## config.mk

```make
export PLATFORM = sky130hd
export DESIGN_NAME = seq_divider
export DESIGN_NICKNAME = d
export VERILOG_FILES = /design/src/rtl/div_pkg.sv /design/src/rtl/nr_addsub_step.sv /design/src/rtl/seq_divider.sv
export SDC_FILE = /design/constraint.sdc
export NUM_CORES = 1
export LEC_CHECK = 0
export CORE_MARGIN = 3
export CORE_UTILIZATION = 50
export DETAILED_ROUTE_END_ITERATION = 10
export GPL_ROUTABILITY_DRIVEN = 0
export PLACE_DENSITY = 0.71
export RECOVER_POWER = 25
export SYNTH_ARGS = -nofsm -noshare
export SYNTH_HDL_FRONTEND = slang
export SYNTH_SLANG_ARGS = --single-unit
export TNS_END_PERCENT = 50
```

## constraint.sdc

```tcl
create_clock -name clk -period 5.92 [get_ports clk]
set_clock_uncertainty 0.1 [all_clocks]
set_input_delay 0.888 -clock clk [delete_from_list [all_inputs] [get_ports clk]]
set_output_delay 0.888 -clock clk [all_outputs]
set_load 0.05 [all_outputs]
```

## src/rtl/div_pkg.sv

```systemverilog
// div_pkg: shared FSM state encoding and two's-complement helpers for seq_divider
package div_pkg;
  localparam logic [1:0] IDLE    = 2'd0;
  localparam logic [1:0] ITER    = 2'd1;
  localparam logic [1:0] CORRECT = 2'd2;
  localparam logic [1:0] DONE    = 2'd3;
  // Helpers work on a wide container; callers zero-extend in and truncate out,
  // which yields the correct WIDTH-bit two's-complement result.
  localparam int MAX_W = 128;
  function automatic logic [MAX_W-1:0] neg_w(input logic [MAX_W-1:0] x);
    return -x;
  endfunction
  // s is the operand's sign bit (already gated by signed mode).
  function automatic logic [MAX_W-1:0] abs_w(input logic [MAX_W-1:0] x, input logic s);
    return s ? neg_w(x) : x;
  endfunction
endpackage

```

## src/rtl/nr_addsub_step.sv

```systemverilog
// nr_addsub_step: one non-restoring step, a_next = sub ? a-m : a+m, q_bit = ~sign(a_next)
//   a, m   : WIDTH+1-bit partial remainder and divisor magnitude
//   sub    : 1 subtracts (previous remainder non-negative), 0 adds
//   a_next : updated partial remainder; q_bit : quotient bit for this step
module nr_addsub_step #(
  parameter int WIDTH = 32
) (
  input  logic [WIDTH:0] a,
  input  logic [WIDTH:0] m,
  input  logic           sub,
  output logic [WIDTH:0] a_next,
  output logic           q_bit
);
  always_comb begin
    a_next = sub ? a - m : a + m;
    q_bit  = ~a_next[WIDTH];
  end
endmodule

```

## src/rtl/seq_divider.sv

```systemverilog
// seq_divider: radix-2 non-restoring divider with signed/unsigned mode and start/busy/done handshake
//   clk, rst_b            : clock, asynchronous active-low reset
//   start, signed_mode    : request and operand mode, sampled in IDLE or DONE
//   dividend, divisor     : operands, sampled with start
//   busy, done            : busy through ITER/CORRECT, done pulses one cycle in DONE
//   quotient, remainder   : results, held until the next accepted start
//   div_by_zero, overflow : divisor==0 and signed MIN/-1 flags, valid with done
module seq_divider
  import div_pkg::*;
#(
  parameter int WIDTH = 32,
  parameter int CNT_W = $clog2(WIDTH)
) (
  input  logic             clk,
  input  logic             rst_b,
  input  logic             start,
  input  logic             signed_mode,
  input  logic [WIDTH-1:0] dividend,
  input  logic [WIDTH-1:0] divisor,
  output logic             busy,
  output logic             done,
  output logic [WIDTH-1:0] quotient,
  output logic [WIDTH-1:0] remainder,
  output logic             div_by_zero,
  output logic             overflow
);
  localparam logic [WIDTH-1:0] MIN = {1'b1, {(WIDTH-1){1'b0}}};
  logic [1:0]       state;
  logic [CNT_W-1:0] cnt;
  logic [WIDTH:0]   a, m, a_op, a_step;
  logic [WIDTH-1:0] q, dd_mag, dv_mag, q_fix, r_mag, r_fix;
  logic             neg_q, neg_r, q_bit, accept, zero_in, ovf_in, dd_s, dv_s;
  always_comb begin
    accept  = start && (state == IDLE || state == DONE);
    zero_in = divisor == '0;
    ovf_in  = signed_mode && dividend == MIN && divisor == '1;
    dd_s    = signed_mode & dividend[WIDTH-1];
    dv_s    = signed_mode & divisor[WIDTH-1];
    dd_mag  = WIDTH'(abs_w(MAX_W'(dividend), dd_s));
    dv_mag  = WIDTH'(abs_w(MAX_W'(divisor), dv_s));
    // The step unit shifts {A,Q} during ITER and does the restoring add in CORRECT.
    a_op    = (state == ITER) ? {a[WIDTH-1:0], q[WIDTH-1]} : a;
    r_mag   = a[WIDTH] ? a_step[WIDTH-1:0] : a[WIDTH-1:0];
    q_fix   = neg_q ? WIDTH'(neg_w(MAX_W'(q))) : q;
    r_fix   = neg_r ? WIDTH'(neg_w(MAX_W'(r_mag))) : r_mag;
    busy    = state == ITER || state == CORRECT;
    done    = state == DONE;
  end
  nr_addsub_step #(.WIDTH(WIDTH)) u_step (
    .a      (a_op),
    .m      (m),
    .sub    (~a[WIDTH]),
    .a_next (a_step),
    .q_bit  (q_bit)
  );
  always_ff @(posedge clk or negedge rst_b) begin
    if (!rst_b) begin
      state       <= IDLE;
      cnt         <= '0;
      a           <= '0;
      m           <= '0;
      q           <= '0;
      neg_q       <= 1'b0;
      neg_r       <= 1'b0;
      quotient    <= '0;
      remainder   <= '0;
      div_by_zero <= 1'b0;
      overflow    <= 1'b0;
    end else if (accept) begin
      div_by_zero <= zero_in;
      overflow    <= !zero_in && ovf_in;
      if (zero_in) begin
        quotient  <= '1;
        remainder <= dividend;
        state     <= DONE;
      end else if (ovf_in) begin
        quotient  <= MIN;
        remainder <= '0;
        state     <= DONE;
      end else begin
        a     <= '0;
        q     <= dd_mag;
        m     <= {1'b0, dv_mag};
        neg_q <= dd_s ^ dv_s;
        neg_r <= dd_s;
        cnt   <= '0;
        state <= ITER;
      end
    end else if (state == ITER) begin
      a     <= a_step;
      q     <= {q[WIDTH-2:0], q_bit};
      cnt   <= cnt + CNT_W'(1);
      state <= (cnt == CNT_W'(WIDTH-1)) ? CORRECT : ITER;
    end else if (state == CORRECT) begin
      quotient  <= q_fix;
      remainder <= r_fix;
      state     <= DONE;
    end else if (state == DONE) begin
      state <= IDLE;
    end
  end
endmodule

```

==> results of run 1 <==
==> registers in the layout, indices dropped and copies added, names as in the netlist <==
signal / flops
a: 33
cnt: 5
div_by_zero: 1
m: 32
neg_q: 1
neg_r: 1
overflow: 1
q: 32
quotient: 32
remainder: 32
state: 2
==> cell families after synthesis <==
logic type / share of synthesized area (%)
AO/OA/AOI/OAI: 23.65
buffers and inverters: 3.817
XOR/XNOR: 10.84
adder cells (fa/ha/maj): 4.255
AND/OR/NAND/NOR: 21.72
flip-flops: 32.10
multiplexers: 3.611
==> Yosys cell counts, types with 18 or more instances <==
| library cell | number |
|---|---|
| nand2_1 | 223 |
| nor2_1 | 193 |
| o21ai_0 | 176 |
| dfrtp_1 | 172 |
| a21oi_1 | 140 |
| clkbuf_1 | 91 |
| xnor2_1 | 85 |
| xor2_1 | 81 |
| ha_1 | 44 |
| nor3_1 | 40 |
| mux2_2 | 35 |
| nand3_1 | 26 |
| o31ai_1 | 26 |
| inv_1 | 25 |
| or3_1 | 25 |
| a221oi_1 | 24 |
| o22ai_1 | 20 |
| nand4_1 | 18 |
| or4_1 | 18 |
==> critical path, cell delays in order (launching register included) <==
cell,delay [ns]
dfrtp_1,0.40
or3_1,0.41
or3_1,0.41
nor3b_4,0.28
nor2_1,0.08
xor2_1,0.16
ha_2,0.40
and2_1,0.20
nand3_2,0.15
a211oi_4,0.31
nor3_1,0.09
or4_4,0.53
or4_1,0.58
or4b_4,0.63
o211ai_2,0.18
o211ai_1,0.10
or3b_1,0.42
a21oi_1,0.13
==> repair_timing <==
item | 4_1_cts | 5_1_grt
setup buffers | 0 | 1
hold endpoints to repair | 0 | 0
resized for setup | 0 | 21
endpoints found under the setup margin | 0 | 10
==> layout make-up <==
| class | count | share of cell area [%] |
|---|---|---|
| Multi-Input combinational cell | 1400 | 54.80 |
| Tap cell | 335 | 2.640 |
| Inverter | 25 | 0.5912 |
| Timing Repair Buffer | 188 | 11.14 |
| Clock buffer | 18 | 2.767 |
| Sequential cell | 172 | 27.12 |
| Clock inverter | 14 | 0.9458 |
==> placed cells by master, fill, tap and decap left out, drive strengths merged, types with 13 or more instances in the layout <==
master	count
xor2	81
clkbuf	20
buf	52
nand2b	15
or3	25
a21o	13
nand2	223
nor2	193
ha	44
nor3	40
a21oi	141
nand4	18
nor4	16
nand3	26
o41ai	13
dfrtp	172
a221oi	24
xnor2	85
o31ai	26
clkdlybuf4s50	134
o22ai	20
mux2	35
a31oi	15
o21ai	178
inv	31
or4	19
==> metal layers <==
| metal | GRT usage [%] | vias to the layer above | share of wire, % |
|---|---|---|---|
| met4 | 11.38 | 0 | 3.7 |
| met5 | 0 | - | 0 |
| met2 | 45.02 | 511 | 47 |
| li1 | - | 6343 | - |
| met3 | 4.216 | 68 | 6.2 |
| met1 | 38.07 | 6169 | 43 |
==> per-stage QoR <==
step,std cells,hold slack (ns),setup TNS [ns]
after floorplan,1704,0.3841,0
after global routing,2152,0.4124,-0.04017
final,2152,0.3792,0
after global placement,2119,0.3610,0
after CTS,2151,0.3819,0
after detailed placement,2119,0.3650,0
==> how the worst max path moves through the flow <==
stage,start,to,slack (ns),cells after the start
4_1_cts,m[4]$_DFFE_PN0P_,remainder[30]$_DFFE_PN0P_,0.04,18
5_1_grt,m[4]$_DFFE_PN0P_,remainder[30]$_DFFE_PN0P_,-0.02,17
3_5_place_dp,m[4]$_DFFE_PN0P_,remainder[30]$_DFFE_PN0P_,0.07,18
3_3_place_gp,m[4]$_DFFE_PN0P_,remainder[30]$_DFFE_PN0P_,0.16,18
2_1_floorplan,a[32]$_DFFE_PN0P_,remainder[28]$_DFFE_PN0P_,0.04,21
6_report,m[4]$_DFFE_PN0P_,remainder[30]$_DFFE_PN0P_,0.27,17
==> impl_metrics.ini, run 1 <==
[floorplanning]
dieArea_mm2 = 0.02882
core_area_mm2 = 0.02621
die_h_um = 169.8
initial_core_util_pct = 51.16
pin_count = 136
rows = 59
die_w_um = 169.8

[clocking]
cts_tree = built
clk_path_buf_depth = 2
cts-buffers-inserted = 17
ctsHoldBuffers = 0
insertion_delay_ns = 0.45
clk_pin_slew_ns = 0.08
clock-root-buffer = clkbuf_16
htree_num_levels = 4
cts.sinks = 172

[worst_hold_path]
hold_end = quotient[23]$_DFFE_PN0P_
hold_path_class = flop to flop
min-delay-start = quotient[23]$_DFFE_PN0P_
worstHoldPathCells = 2

[place]
placed_area_mm2 = 0.01521
hpwl_um = 30310
pre_cts_ws_ns = 0.07448
portBuffers = 135

[sta]
hold_viol = 0
tightest_slew_ns = 4.520
finalCritPeriodShare_pct = 95.41
fmax_ghz = 0.1770
setup_viol = 0
maxSlewViolCount = 84
slew_headroom_pct = -201.4
setup_ws_ns = 0.2718
finalCriticalPeriod_ns = 5.648

[yosys]
synth_flop_cell = dfrtp_1
ys_seq_elements = 172
synth-async-reset-ratio_pct = 100.0
synth_area_leaders = dfrtp_1 (32%), o21ai_0 (6.6%), nand2_1 (6.2%)
synth_fp_nets = 1817
ys_seq_area_share_pct = 32.10
synth.cell_area_mm2 = 0.01341
yosysTopAreaCell = dfrtp_1
synthCells = 1704
synth_area_per_cell_um2 = 7.868
ys_types = 79
synth-edff-count = 0
synth_warnings = 0
synth_top_area_share_pct = 32.10

[route]
drt_pre_antenna_iters = 5
post_drt_wl_per_cell_um = 18.82
vias = 13090
routed_wl_um = 40500
via_per_inst = 6.083
drt_iter0_drc = 1203
ant_nets = 0
drc = 0

[final_layout]
nets = 1917
utilization_pct = 60.57
fillers = 2347
final_area_mm2 = 0.01587
layout-drive-gt1-share_pct = 9.081
area_growth_pct = 18.39
regArea_mm2 = 0.004305
multi_input_area_mm2 = 0.008698
antenna_cells = 0

[worst_setup_path]
timing.reg2reg.setup_slack_ns = 0.27
r2r-start = m[4]$_DFFE_PN0P_
cp.required_ns = 6.19
rr_endpoint = remainder[30]$_DFFE_PN0P_
arrival_ns = 5.92
crit_type = flop to flop
reg2regPathDepth = 17
crit_fanout = 8
start_kind = flop
endpoint_kind = flop

[global_routing]
antenna_found_initial = 0
grt_max_degree = 86
grt_pass1_vias = 12100
grt_overflow = 0
track_usage_pct = 28.03
grt_first_pass_wirelength_um = 65180

[job]
cap_violations = 1

[outcome]
outcome = finished, violations left
violations = max-capacitance violations, max-slew violations
Power of run 1 is left out: the tool's default activity adds up to more than one toggle a clock period on the data nets, which glitch-free logic cannot reach.
==> run 2, diff against run 1 <==
--- a/config.mk
+++ b/config.mk
@@ -5,7 +5,6 @@
 export SDC_FILE = /design/constraint.sdc
 export NUM_CORES = 1
 export LEC_CHECK = 0
-export CORE_MARGIN = 3
 export CORE_UTILIZATION = 50
 export DETAILED_ROUTE_END_ITERATION = 10
 export GPL_ROUTABILITY_DRIVEN = 0
==> run 2 against run 1 <==
The flow finishes with violations (design-rule violations, max-capacitance violations, max-slew violations); global-route usage grew 0.95 points; utilization shrank 0.086 points; non-clock buffer count shrank 2; worst hold slack lost 0.0014 ns; fmax shrank 0.64%; via count shrank 1.0%; sequential share of layout area is essentially flat; register-to-register slack lost 0.04 ns; count of clock-buffer cells in the layout is the same; die area shrank 4.7%; critical endpoint unchanged; highest routed layer unchanged.
==> impl_metrics.ini, run 2 (synthesis results as in run 1) <==
[final_layout]
stdcell_count = 2150
area_growth_pct = 18.23
nets = 1915
fillers = 2304
largest_reg_flops = 33
final_cell_mix = nand2_1 (221), nor2_1 (190), o21ai_0 (176)
layout-drive-gt1-share_pct = 8.705
top_register = a
antenna_cells = 0
mostFrequentLayoutCell = nand2_1

[route]
via_per_inst = 6.027
vias = 12960
drt_pre_antenna_iters = 8
drt_iter0_drc = 1002
ant_nets = 0
post_drt_wl_per_cell_um = 18.33
routed_wl_um = 39410
drc = 14

[worst_setup_path]
endpoint_kind = flop
arrival_ns = 5.95
crit_type = flop to flop
start_kind = flop
timing.reg2reg.setup_slack_ns = 0.24
crit_fanout = 8
cp.required_ns = 6.18

[sta]
finalCritPeriodShare_pct = 96.02
fmax_ghz = 0.1759
tightest_slew_ns = 4.089
finalCriticalPeriod_ns = 5.684
finalHoldWorstSlack_ns = 0.3778
setup_viol = 0
maxSlewViolCount = 78
slew_headroom_pct = -172.6
hold_viol = 0

[global_routing]
grt_first_pass_wirelength_um = 64110
track_usage_pct = 28.98
antenna_found_initial = 0
grt_overflow = 0
grt_pass1_vias = 12100
grt_max_degree = 81

[clocking]
htree_num_levels = 4
ctsHoldBuffers = 0
cts.sinks = 172
clock-root-buffer = clkbuf_16
clk_pin_slew_ns = 0.08
cts_tree = built
cts-buffers-inserted = 17
clk_path_buf_depth = 2
cts_setup_buffers = 0
insertion_delay_ns = 0.44

[floorplanning]
die_h_um = 165.8
initial_core_util_pct = 51.16
rows = 59
core_area_mm2 = 0.02621
pin_count = 136
dieArea_mm2 = 0.02747
die_w_um = 165.8

[worst_hold_path]
hold_path_class = flop to flop

[place]
portBuffers = 135
dpl.cell_count = 2118
hpwl_um = 29830

[outcome]
outcome = finished, violations left
violations = design-rule violations, max-capacitance violations, max-slew violations

[job]
cap_violations = 1
run 2: cell count changes in the layout (fill, tap and decap cells not counted), sizes merged:
| cell | previous run | this run |
|---|---|---|
| clkinv | 6 | 7 |
| clkinvlp | 2 | 1 |
| buf | 52 | 50 |
run 2: worst max-delay path, stage by stage (launching register included):
cell and delay (ns):
dfrtp_1 0.41, or3_1 0.41, or3_1 0.39, nor3b_2 0.21, buf_4 0.14, nor2_1 0.04
xor2_1 0.16, ha_2 0.39, and2_1 0.20, nand3_2 0.14, a211oi_4 0.31, nor3_1 0.09
or4_4 0.54, or4_1 0.61, or4b_4 0.63, o211ai_2 0.20, o211ai_1 0.11, or3b_1 0.42
a21oi_1 0.12
run 2: final cells by class:
type | count | area, um^2 | share of cell area (%)
Timing Repair Buffer | 186 | 1763 | 11.12
Inverter | 25 | 93.84 | 0.5920
Clock inverter | 14 | 151.4 | 0.9551
Multi-Input combinational cell | 1400 | 8680 | 54.76
Clock buffer | 18 | 439.2 | 2.771
Sequential cell | 172 | 4305 | 27.16
Tap cell | 335 | 419.2 | 2.644
run 2: timing repair:
item,4_1_cts,5_1_grt
endpoints found under the setup margin,1,6
gates resized for setup,1,12
pin swaps,0,2
run 2: metrics by stage:
stage                     instance area [um^2]  worst slack [ns]  util [%]  setup TNS [ns]
final                                    15850            0.2355     60.49               0
after detailed placement                 15210           0.08658     58.05               0
after global placement                   15210            0.2138     58.05               0
after CTS                                15810           0.03771     60.32               0
after floorplan                          13420           0.03884         -               0
after global routing                     15850          -0.01324     60.49        -0.02633
run 2: path summary, 6_finish.rpt:
| check | start | endpoint | cells past startpoint |
|---|---|---|---|
| setup / recovery | m[4]$_DFFE_PN0P_ | remainder[30]$_DFFE_PN0P_ | 18 |
| hold / removal | quotient[22]$_DFFE_PN0P_ | quotient[22]$_DFFE_PN0P_ | 2 |
| setup reg to reg | m[4]$_DFFE_PN0P_ | remainder[30]$_DFFE_PN0P_ | 18 |
| max in group asynchronous | rst_b | m[12]$_DFFE_PN0P_ | 2 |
| hold reg to reg | quotient[22]$_DFFE_PN0P_ | quotient[22]$_DFFE_PN0P_ | 2 |
| min in group asynchronous | rst_b | state[1]$_DFFE_PN0P_ | 1 |
run 2: routing by layer:
| metal | part of all wire (%) | track usage (%) | up-vias |
|---|---|---|---|
| met2 | 46 | 46.37 | 417 |
| met4 | 3.7 | 11.91 | 0 |
| met5 | 0 | 0 | - |
| li1 | - | - | 6349 |
| met1 | 45 | 39.46 | 6114 |
| met3 | 5.3 | 4.194 | 77 |
Power of run 2 is left out for the same reason.
